--- src/rtl/dvbs2_pkg.sv ---
// Shared DVB-S2 mode-adaptation constants and types.
package dvbs2_pkg;

    localparam int unsigned TS_PKT_LEN   = 188;
    localparam logic [7:0]  TS_SYNC_BYTE = 8'h47;
    localparam logic [7:0]  CRC8_POLY    = 8'hD5;
    localparam logic [7:0]  TS_FIRST_CRC = 8'h00;

    // IDLE: waiting for a head byte; PKT: inside a packet
    typedef enum logic {
        IDLE = 1'b0,
        PKT  = 1'b1
    } ts_state_t;

endpackage

--- src/rtl/dvbs2_crc8_byte.sv ---
// Combinational byte-parallel CRC-8 step, MSB first, no reflection.
// Ports:
//   crc_in  current CRC register
//   data    byte being absorbed
//   poly    generator polynomial (implicit x^8 term)
//   crc_c   CRC after absorbing data
module dvbs2_crc8_byte (
    input  logic [7:0] crc_in,
    input  logic [7:0] data,
    input  logic [7:0] poly,
    output logic [7:0] crc_c
);

    logic [7:0] acc;

    // Eight unrolled shift/XOR steps over (crc ^ data)
    always_comb begin
        acc = crc_in ^ data;
        for (int i = 0; i < 8; i++) begin
            acc = acc[7] ? ((acc << 1) ^ poly) : (acc << 1);
        end
        crc_c = acc;
    end

endmodule

--- src/rtl/ts_crc8_sync_replace.sv ---
// TS packet CRC-8 insertion: each packet's sync byte is replaced by the
// CRC-8 of the previous packet's payload; framing and sync errors flagged.
// Ports:
//   sys_clk, rst_n          clock, async active-low reset
//   fs_en                   sample enable; all state holds when 0
//   ts_in_head/vld/data     input byte stream
//   oe_head/oe/symbol_out   output byte stream, one enabled cycle later
//   sync_err                pulse: accepted head byte != SYNC_BYTE
//   len_err                 pulse: early head or valid dropped mid-packet
module ts_crc8_sync_replace
    import dvbs2_pkg::*;
#(
    parameter int unsigned PKT_LEN   = TS_PKT_LEN,
    parameter logic [7:0]  SYNC_BYTE = TS_SYNC_BYTE,
    parameter logic [7:0]  CRC_POLY  = CRC8_POLY,
    parameter logic [7:0]  FIRST_CRC = TS_FIRST_CRC
) (
    input  logic       sys_clk,
    input  logic       rst_n,
    input  logic       fs_en,
    input  logic       ts_in_head,
    input  logic       ts_in_vld,
    input  logic [7:0] ts_in_data,
    output logic       oe_head,
    output logic       oe,
    output logic [7:0] symbol_out,
    output logic       sync_err,
    output logic       len_err
);

    localparam int unsigned CNT_W = $clog2(PKT_LEN);
    localparam logic [CNT_W-1:0] LAST_CNT = CNT_W'(PKT_LEN - 1);

    ts_state_t        state, state_n;
    logic [CNT_W-1:0] cnt, cnt_n;
    logic [7:0]       crc_reg, crc_reg_n;
    logic [7:0]       crc_prev, crc_prev_n;
    logic             prev_valid, prev_valid_n;
    logic             oe_head_n, oe_n, sync_err_n, len_err_n;
    logic [7:0]       symbol_out_n;
    logic [7:0]       crc_upd_c;

    dvbs2_crc8_byte u_crc (
        .crc_in (crc_reg),
        .data   (ts_in_data),
        .poly   (CRC_POLY),
        .crc_c  (crc_upd_c)
    );

    // State and output registers
    always_ff @(posedge sys_clk or negedge rst_n) begin
        if (!rst_n) begin
            state      <= IDLE;
            cnt        <= '0;
            crc_reg    <= '0;
            crc_prev   <= '0;
            prev_valid <= 1'b0;
            oe_head    <= 1'b0;
            oe         <= 1'b0;
            symbol_out <= '0;
            sync_err   <= 1'b0;
            len_err    <= 1'b0;
        end else begin
            state      <= state_n;
            cnt        <= cnt_n;
            crc_reg    <= crc_reg_n;
            crc_prev   <= crc_prev_n;
            prev_valid <= prev_valid_n;
            oe_head    <= oe_head_n;
            oe         <= oe_n;
            symbol_out <= symbol_out_n;
            sync_err   <= sync_err_n;
            len_err    <= len_err_n;
        end
    end

    // Next-state and output decode; everything holds while fs_en is low
    always_comb begin
        state_n      = state;
        cnt_n        = cnt;
        crc_reg_n    = crc_reg;
        crc_prev_n   = crc_prev;
        prev_valid_n = prev_valid;
        oe_head_n    = oe_head;
        oe_n         = oe;
        symbol_out_n = symbol_out;
        sync_err_n   = sync_err;
        len_err_n    = len_err;

        if (fs_en) begin
            oe_head_n    = 1'b0;
            oe_n         = 1'b0;
            symbol_out_n = '0;
            sync_err_n   = 1'b0;
            len_err_n    = 1'b0;

            if (ts_in_vld && ts_in_head) begin
                // Any accepted head starts a packet; an early head also
                // invalidates the partial packet's CRC.
                oe_n       = 1'b1;
                oe_head_n  = 1'b1;
                sync_err_n = (ts_in_data != SYNC_BYTE);
                crc_reg_n  = '0;
                cnt_n      = CNT_W'(1);
                state_n    = PKT;
                if (state == PKT) begin
                    len_err_n    = 1'b1;
                    prev_valid_n = 1'b0;
                    symbol_out_n = FIRST_CRC;
                end else begin
                    symbol_out_n = prev_valid ? crc_prev : FIRST_CRC;
                end
            end else if (state == PKT) begin
                if (ts_in_vld) begin
                    oe_n         = 1'b1;
                    symbol_out_n = ts_in_data;
                    crc_reg_n    = crc_upd_c;
                    if (cnt == LAST_CNT) begin
                        crc_prev_n   = crc_upd_c;
                        prev_valid_n = 1'b1;
                        cnt_n        = '0;
                        state_n      = IDLE;
                    end else begin
                        cnt_n = cnt + CNT_W'(1);
                    end
                end else begin
                    len_err_n    = 1'b1;
                    prev_valid_n = 1'b0;
                    cnt_n        = '0;
                    state_n      = IDLE;
                end
            end
        end
    end

endmodule

--- config.mk ---
export PLATFORM = sky130hd
export DESIGN_NAME = ts_crc8_sync_replace
export DESIGN_NICKNAME = d
export VERILOG_FILES = /design/src/rtl/dvbs2_pkg.sv /design/src/rtl/dvbs2_crc8_byte.sv /design/src/rtl/ts_crc8_sync_replace.sv
export SDC_FILE = /design/constraint.sdc
export NUM_CORES = 1
export LEC_CHECK = 0
export BUFFER_PORTS_ARGS = -buffer_cell sky130_fd_sc_hd__clkbuf_2
export CAP_MARGIN = 30
export CORE_MARGIN = 3
export CORE_UTILIZATION = 45
export DETAILED_ROUTE_END_ITERATION = 6
export HOLD_SLACK_MARGIN = 0.15
export PLACE_DENSITY = 0.71
export SYNTH_ARGS = -nofsm -noshare
export SYNTH_HDL_FRONTEND = slang
export SYNTH_SLANG_ARGS = --single-unit
--- constraint.sdc ---
create_clock -name sys_clk -period 4.9 [get_ports sys_clk]
set_input_delay 0.49 -clock sys_clk [delete_from_list [all_inputs] [get_ports sys_clk]]
set_output_delay 0.49 -clock sys_clk [all_outputs]
set_load 0.005 [all_outputs]
# ---- Word-level counts from Yosys, hierarchy flattened
# Cells that the tools add are included.
dict set report classes {
  muxes 38
  order_cmp 0
  div 0
  shift 0
  multipliers 0
  n_reduce_logical 7
  n_bitwise 10
  n_eq_ne 3
  n_addsub 1
}
# cell n
set op_table {}
lappend op_table {{$mux W8} 20}
lappend op_table {{$not A5 Y5} 8}
lappend op_table {{$mux W1} 18}
lappend op_table {{$add A8 B1 Y8 const B} 1}
lappend op_table {{$eq A8 B8 Y1 const B} 1}
lappend op_table {{$ne A8 B7 Y1 const B} 1}
lappend op_table {{$xor A8 B8 Y8} 1}
lappend op_table {{$reduce_and A3 Y1} 2}
lappend op_table {{$reduce_and A5 Y1} 1}
lappend op_table {{$reduce_bool A2 Y1} 2}
lappend op_table {{$ne A3 B1 Y1 const B} 1}
lappend op_table {{$reduce_and A2 Y1} 1}
lappend op_table {{$logic_and A1 B1 Y1} 1}
lappend op_table {{$not A1 Y1} 1}
dict set report totals {
  mem_count 0
  mem_bits_ro 0
  register_bits 38
  ram_bits 0
  out_inout_bits 12
  input_bits 13
  latchBits 0
  wordCells 69
}

# ---- Depth between registers and ports, before layout
dict set report depth {
  word_depth 20
  depth_mapped 7
  ltp_nobuf 6
}

# ---- By module
# Synthesis repeated with hierarchy kept, for this count alone.
dict set report hier_totals {
  hier_cells 336
  area_unflattened_um2 3184.3
}
# mod n_inst cells_each area_per_inst_um2 seq_area_each_um2
set by_module_without_submodules {}
lappend by_module_without_submodules {ts_crc8_sync_replace 1 139 1721.7 950.9}
lappend by_module_without_submodules {dvbs2_crc8_byte 1 197 1462.7 0.0}

# ---- Least setup slack after synthesis
# OpenSTA, ideal clock, no wires.
dict set report synth_path {
  path_type {input-to-reg}
  from {in ts_in_data[2]}
  to {reg crc_reg[5]}
  arrival_time_ps 1758
  path_buffers 0
  cell_stages 5
  slack_ps 3014
  setup_time_ps 128
  cell_sequence {xnor3_2 -> xnor2_4 -> xnor3_1 -> a21oi_1 -> o22ai_1}
}
dict set report synth_between {
  elab_chain_cells 15
}
# element line
set synth_rtl {}
lappend synth_rtl {{from (decl)} ts_crc8_sync_replace.sv:23} ;# input logic [7:0] ts_in_data,
lappend synth_rtl {{$xor A8 B8 Y8 (*)} dvbs2_crc8_byte.sv:18} ;# acc = crc_in ^ data;
lappend synth_rtl {{$mux W8 (*)} dvbs2_crc8_byte.sv:20} ;# acc = acc[7] ? ((acc << 1) ^ poly) : (acc << 1);
lappend synth_rtl {{$not A5 Y5 (no line)} -}
lappend synth_rtl {{$mux W8 (*) (2 in series)} dvbs2_crc8_byte.sv:20}
lappend synth_rtl {{$not A5 Y5 (no line)} -}
lappend synth_rtl {{$mux W8 (*)} dvbs2_crc8_byte.sv:20}
lappend synth_rtl {{$not A5 Y5 (no line)} -}
lappend synth_rtl {{$mux W8 (*) (4 in series)} dvbs2_crc8_byte.sv:20}
lappend synth_rtl {{$mux W8 (*)} ts_crc8_sync_replace.sv:114} ;# if (ts_in_vld) begin
lappend synth_rtl {{$mux W8 (*)} ts_crc8_sync_replace.sv:113} ;# end else if (state == PKT) begin
lappend synth_rtl {{$mux W8 (*)} ts_crc8_sync_replace.sv:97} ;# if (ts_in_vld && ts_in_head) begin
lappend synth_rtl {{to (signal assigned)} ts_crc8_sync_replace.sv:66} ;# crc_reg <= crc_reg_n;
lappend synth_rtl {{to (decl)} ts_crc8_sync_replace.sv:36} ;# logic [7:0] crc_reg, crc_reg_n;
# Mark *: on every way between the ends. The rest lies on a longest branch, timed or not. The select of a mux whose other input is x is not followed.
# A chain may end at the register's enable or synchronous reset.

# ---- Worst setup path in the final report
dict set report layout_path {
  from {in fs_en}
  to {reg crc_prev[6]}
}
dict set report layout_between {
  elab_chain_cells 1
}
# element line
set layout_rtl {}
lappend layout_rtl {{from (decl)} ts_crc8_sync_replace.sv:20} ;# input logic fs_en,
lappend layout_rtl {{$reduce_and A5 Y1 (no line)} -}
lappend layout_rtl {{to (signal assigned)} ts_crc8_sync_replace.sv:67} ;# crc_prev <= crc_prev_n;
lappend layout_rtl {{to (decl)} ts_crc8_sync_replace.sv:37} ;# logic [7:0] crc_prev, crc_prev_n;
# Every way passes these cells.

==> results.sh <==
export IMPL_m1WireLength_um=1870
export IMPL_dp_hpwl_um=2910
export IMPL_crit_arrival_ns=2.81
export IMPL_synthAdderAreaFrac=0.00641
export IMPL_io_pins=25
export IMPL_ant_nets=0
export IMPL_syn2layout_area_growth_pct=15.1
export IMPL_synth_edf_count=0
export IMPL_ys_seq_area_frac=0.487
export IMPL_syn_area_per_cell_um2=11.3
export IMPL_worst_slew_pin_slew_ns=1.03
export IMPL_grt_pass1_wl_um=6710
export IMPL_setup_tns_ns=0
export IMPL_yosys_area_share_simple=0.117
export IMPL_cts_sinks=38
export IMPL_synth_area_mux_share=0.0340
export IMPL_wl_met2_um=1920
export IMPL_layout_common_cells="dfrtp_1, clkbuf_2, nand2_1, xnor2_1, xor2_1"
export IMPL_whs_path_depth=3
export IMPL_htreeDepth=2
export IMPL_vdd_ir_drop_max_mv=0.280
export IMPL_cts_setup_buffers=0
export IMPL_dieArea_um2=5170
export IMPL_grt_max_degree=39
export IMPL_worstSetupStartpointType="primary input"
export IMPL_cp_max_fo=24
export IMPL_ys_warn_count=0
export IMPL_firstDrtPassIters=4
export IMPL_via_count=1402
export IMPL_initialDrtViolationCount=108
export IMPL_path_clk_slew_ns=0.08
export IMPL_hold_class="in2reg"
export IMPL_period_share=0.539
export IMPL_grt_pass1_vias=1349
export IMPL_finalHoldViolCount=0
export IMPL_start_util=0.478
export IMPL_numCtsBuffers=5
export IMPL_drc=0
export IMPL_root_buffer="clkbuf_8"
export IMPL_fin_util=0.550
export IMPL_setup_viol=0
export IMPL_maxCapViolations=0
export IMPL_synth_top_family_by_area="XOR/XNOR gates"
export IMPL_synth_seq_cells=38
export IMPL_antenna_found_initial=0
export IMPL_place_inst=240
export IMPL_grt_remaining_overflow=0
export IMPL_worstSetupPathType="in2reg"
export IMPL_via_per_inst=5.61
export IMPL_synth_ff_type="dfrtp_1"
export IMPL_slew_violations=0
export IMPL_port_buffers=24
export IMPL_cts_tree="built"
export IMPL_cp_end_kind="register"
export IMPL_synth_distinct_cells=38
export IMPL_drive_gt1_frac=0.230
export IMPL_cp_required_ns=5.07
export IMPL_wl_met3_um=188
export IMPL_max_freq_ghz=0.379
export IMPL_num_antenna_cells=0
export IMPL_status="completed"
export IMPL_insertion_delay_ns=0.29
export IMPL_grt_use_total=0.169
export IMPL_gp_congestion=0.830
export IMPL_synthCells=173
export IMPL_finalClockSkew_ns=0.0126
export IMPL_fin_cells=250
export IMPL_rows=23
export IMPL_fin_crit_ns=2.64
export IMPL_wl_um=4050
export IMPL_cellLeakagePower_uw=0.00109
export IMPL_r2r_cells=4
export IMPL_die_width_um=71.9
export IMPL_postSynth_asyncResetShare=1.00
export IMPL_final_common_cell="dfrtp_1"
export IMPL_synth_area_um2=1950
export IMPL_rsz0062_at_grt="false"
export IMPL_power_density_nw_per_um2=571
export IMPL_core_um2=4090
export IMPL_cts_buffer_depth=2
export IMPL_syn_num_nets=187
export IMPL_highest_signal_layer="met4"
export IMPL_die_height_um=71.9
export IMPL_synth_compound_area_frac=0.145
export IMPL_synth_xor_area_share=0.183
export IMPL_slew_headroom=0.313
export IMPL_wire_per_inst_um=16.2
export IMPL_fin_nets=213
-- cell type report --
type                            instances  area [um2]
Fill cell                             350        1840
Sequential cell                        38         951
Clock inverter                          3        40.0
Tap cell                               50        62.6
Inverter                                8        30.0
Multi-Input combinational cell        120         946
Clock buffer                            5        68.8
Timing Repair Buffer                   26         150
-- critical path, cell delays in order --
cell      delay, ns
clkbuf_2       0.36
nand2_1        0.21
nor2_1         0.81
nand2_1        0.49
mux2_1         0.44
-- per-stage QoR --
stage / hold slack, ns / total power, uW / cell area (um2) / worst slack (ns)
after global routing: 0.472 / 1350 / 2250 / 2.06
final: 0.464 / 1280 / 2250 / 2.26
after CTS: 0.359 / 1290 / 2220 / 2.32
after global placement: 0.489 / 1020 / 2110 / 2.13
after floorplan: 0.194 / 901 / 1950 / 3.01
after detailed placement: 0.511 / 1020 / 2110 / 2.02
-- kinds of logic (layout without fill, tap and decap cells) --
group,count (synthesis),in the layout
compound gates,38,38
xor+xnor,31,31
mux,6,6
fa+ha+maj,1,1
simple gates,44,44
flops,38,38
buf+inv,15,42
-- power breakdown --
group | total [uW] | leakage, uW | switching, uW | internal [uW]
clock network | 263 | 0.0000579 | 114 | 150
registers | 396 | 0.000514 | 37.6 | 358
logic | 624 | 0.000518 | 325 | 299
-- repair_timing --
| item | 4_1_cts | 5_1_grt |
|---|---|---|
| resized for setup | 0 | 0 |
| hold endpoints to repair | 0 | 2 |
| hold buffers | 0 | 1 |
| endpoints found under the setup margin | 0 | 0 |
-- synth_stat cells, drive strengths merged, types with 2 or more instances --
cell,number,area [um2]
xor2,10,87.6
xnor2,18,199
o31ai,4,30.0
nand3,4,20.0
nand2,15,56.3
o22ai,2,12.5
a32o,2,20.0
a22o,3,26.3
a21oi,2,10.0
nor2,8,30.0
a31oi,2,12.5
inv,8,30.0
and3,2,12.5
clkbuf,7,26.3
o211ai,2,15.0
a221o,8,81.3
dfrtp,38,951
o21a,2,15.0
xnor3,3,70.1
nor2b,8,50.1
o21ai,10,50.0
mux2,5,56.3
-- worst paths after layout --
| path | from | slack, ns | end |
|---|---|---|---|
| worst max-delay path | fs_en | 2.26 | crc_prev[6] |
| worst min-delay path | ts_in_vld | 0.46 | state |
| worst max register to register | state | 2.37 | crc_prev[6] |
| worst min register to register | crc_prev[4] | 0.52 | symbol_out[4] |
| max in group asynchronous | rst_n | 3.97 | crc_reg[7] |
| min in group asynchronous | rst_n | 0.52 | sync_err |
-- metal layers --
| metal | GRT usage | vias up |
|---|---|---|
| met5 | 0 | - |
| met3 | 0.0393 | 5 |
| met4 | 0.0626 | 0 |
| met1 | 0.233 | 700 |
| li1 | - | 663 |
| met2 | 0.261 | 34 |
No activity file was read; power rests on OpenSTA's default activity.
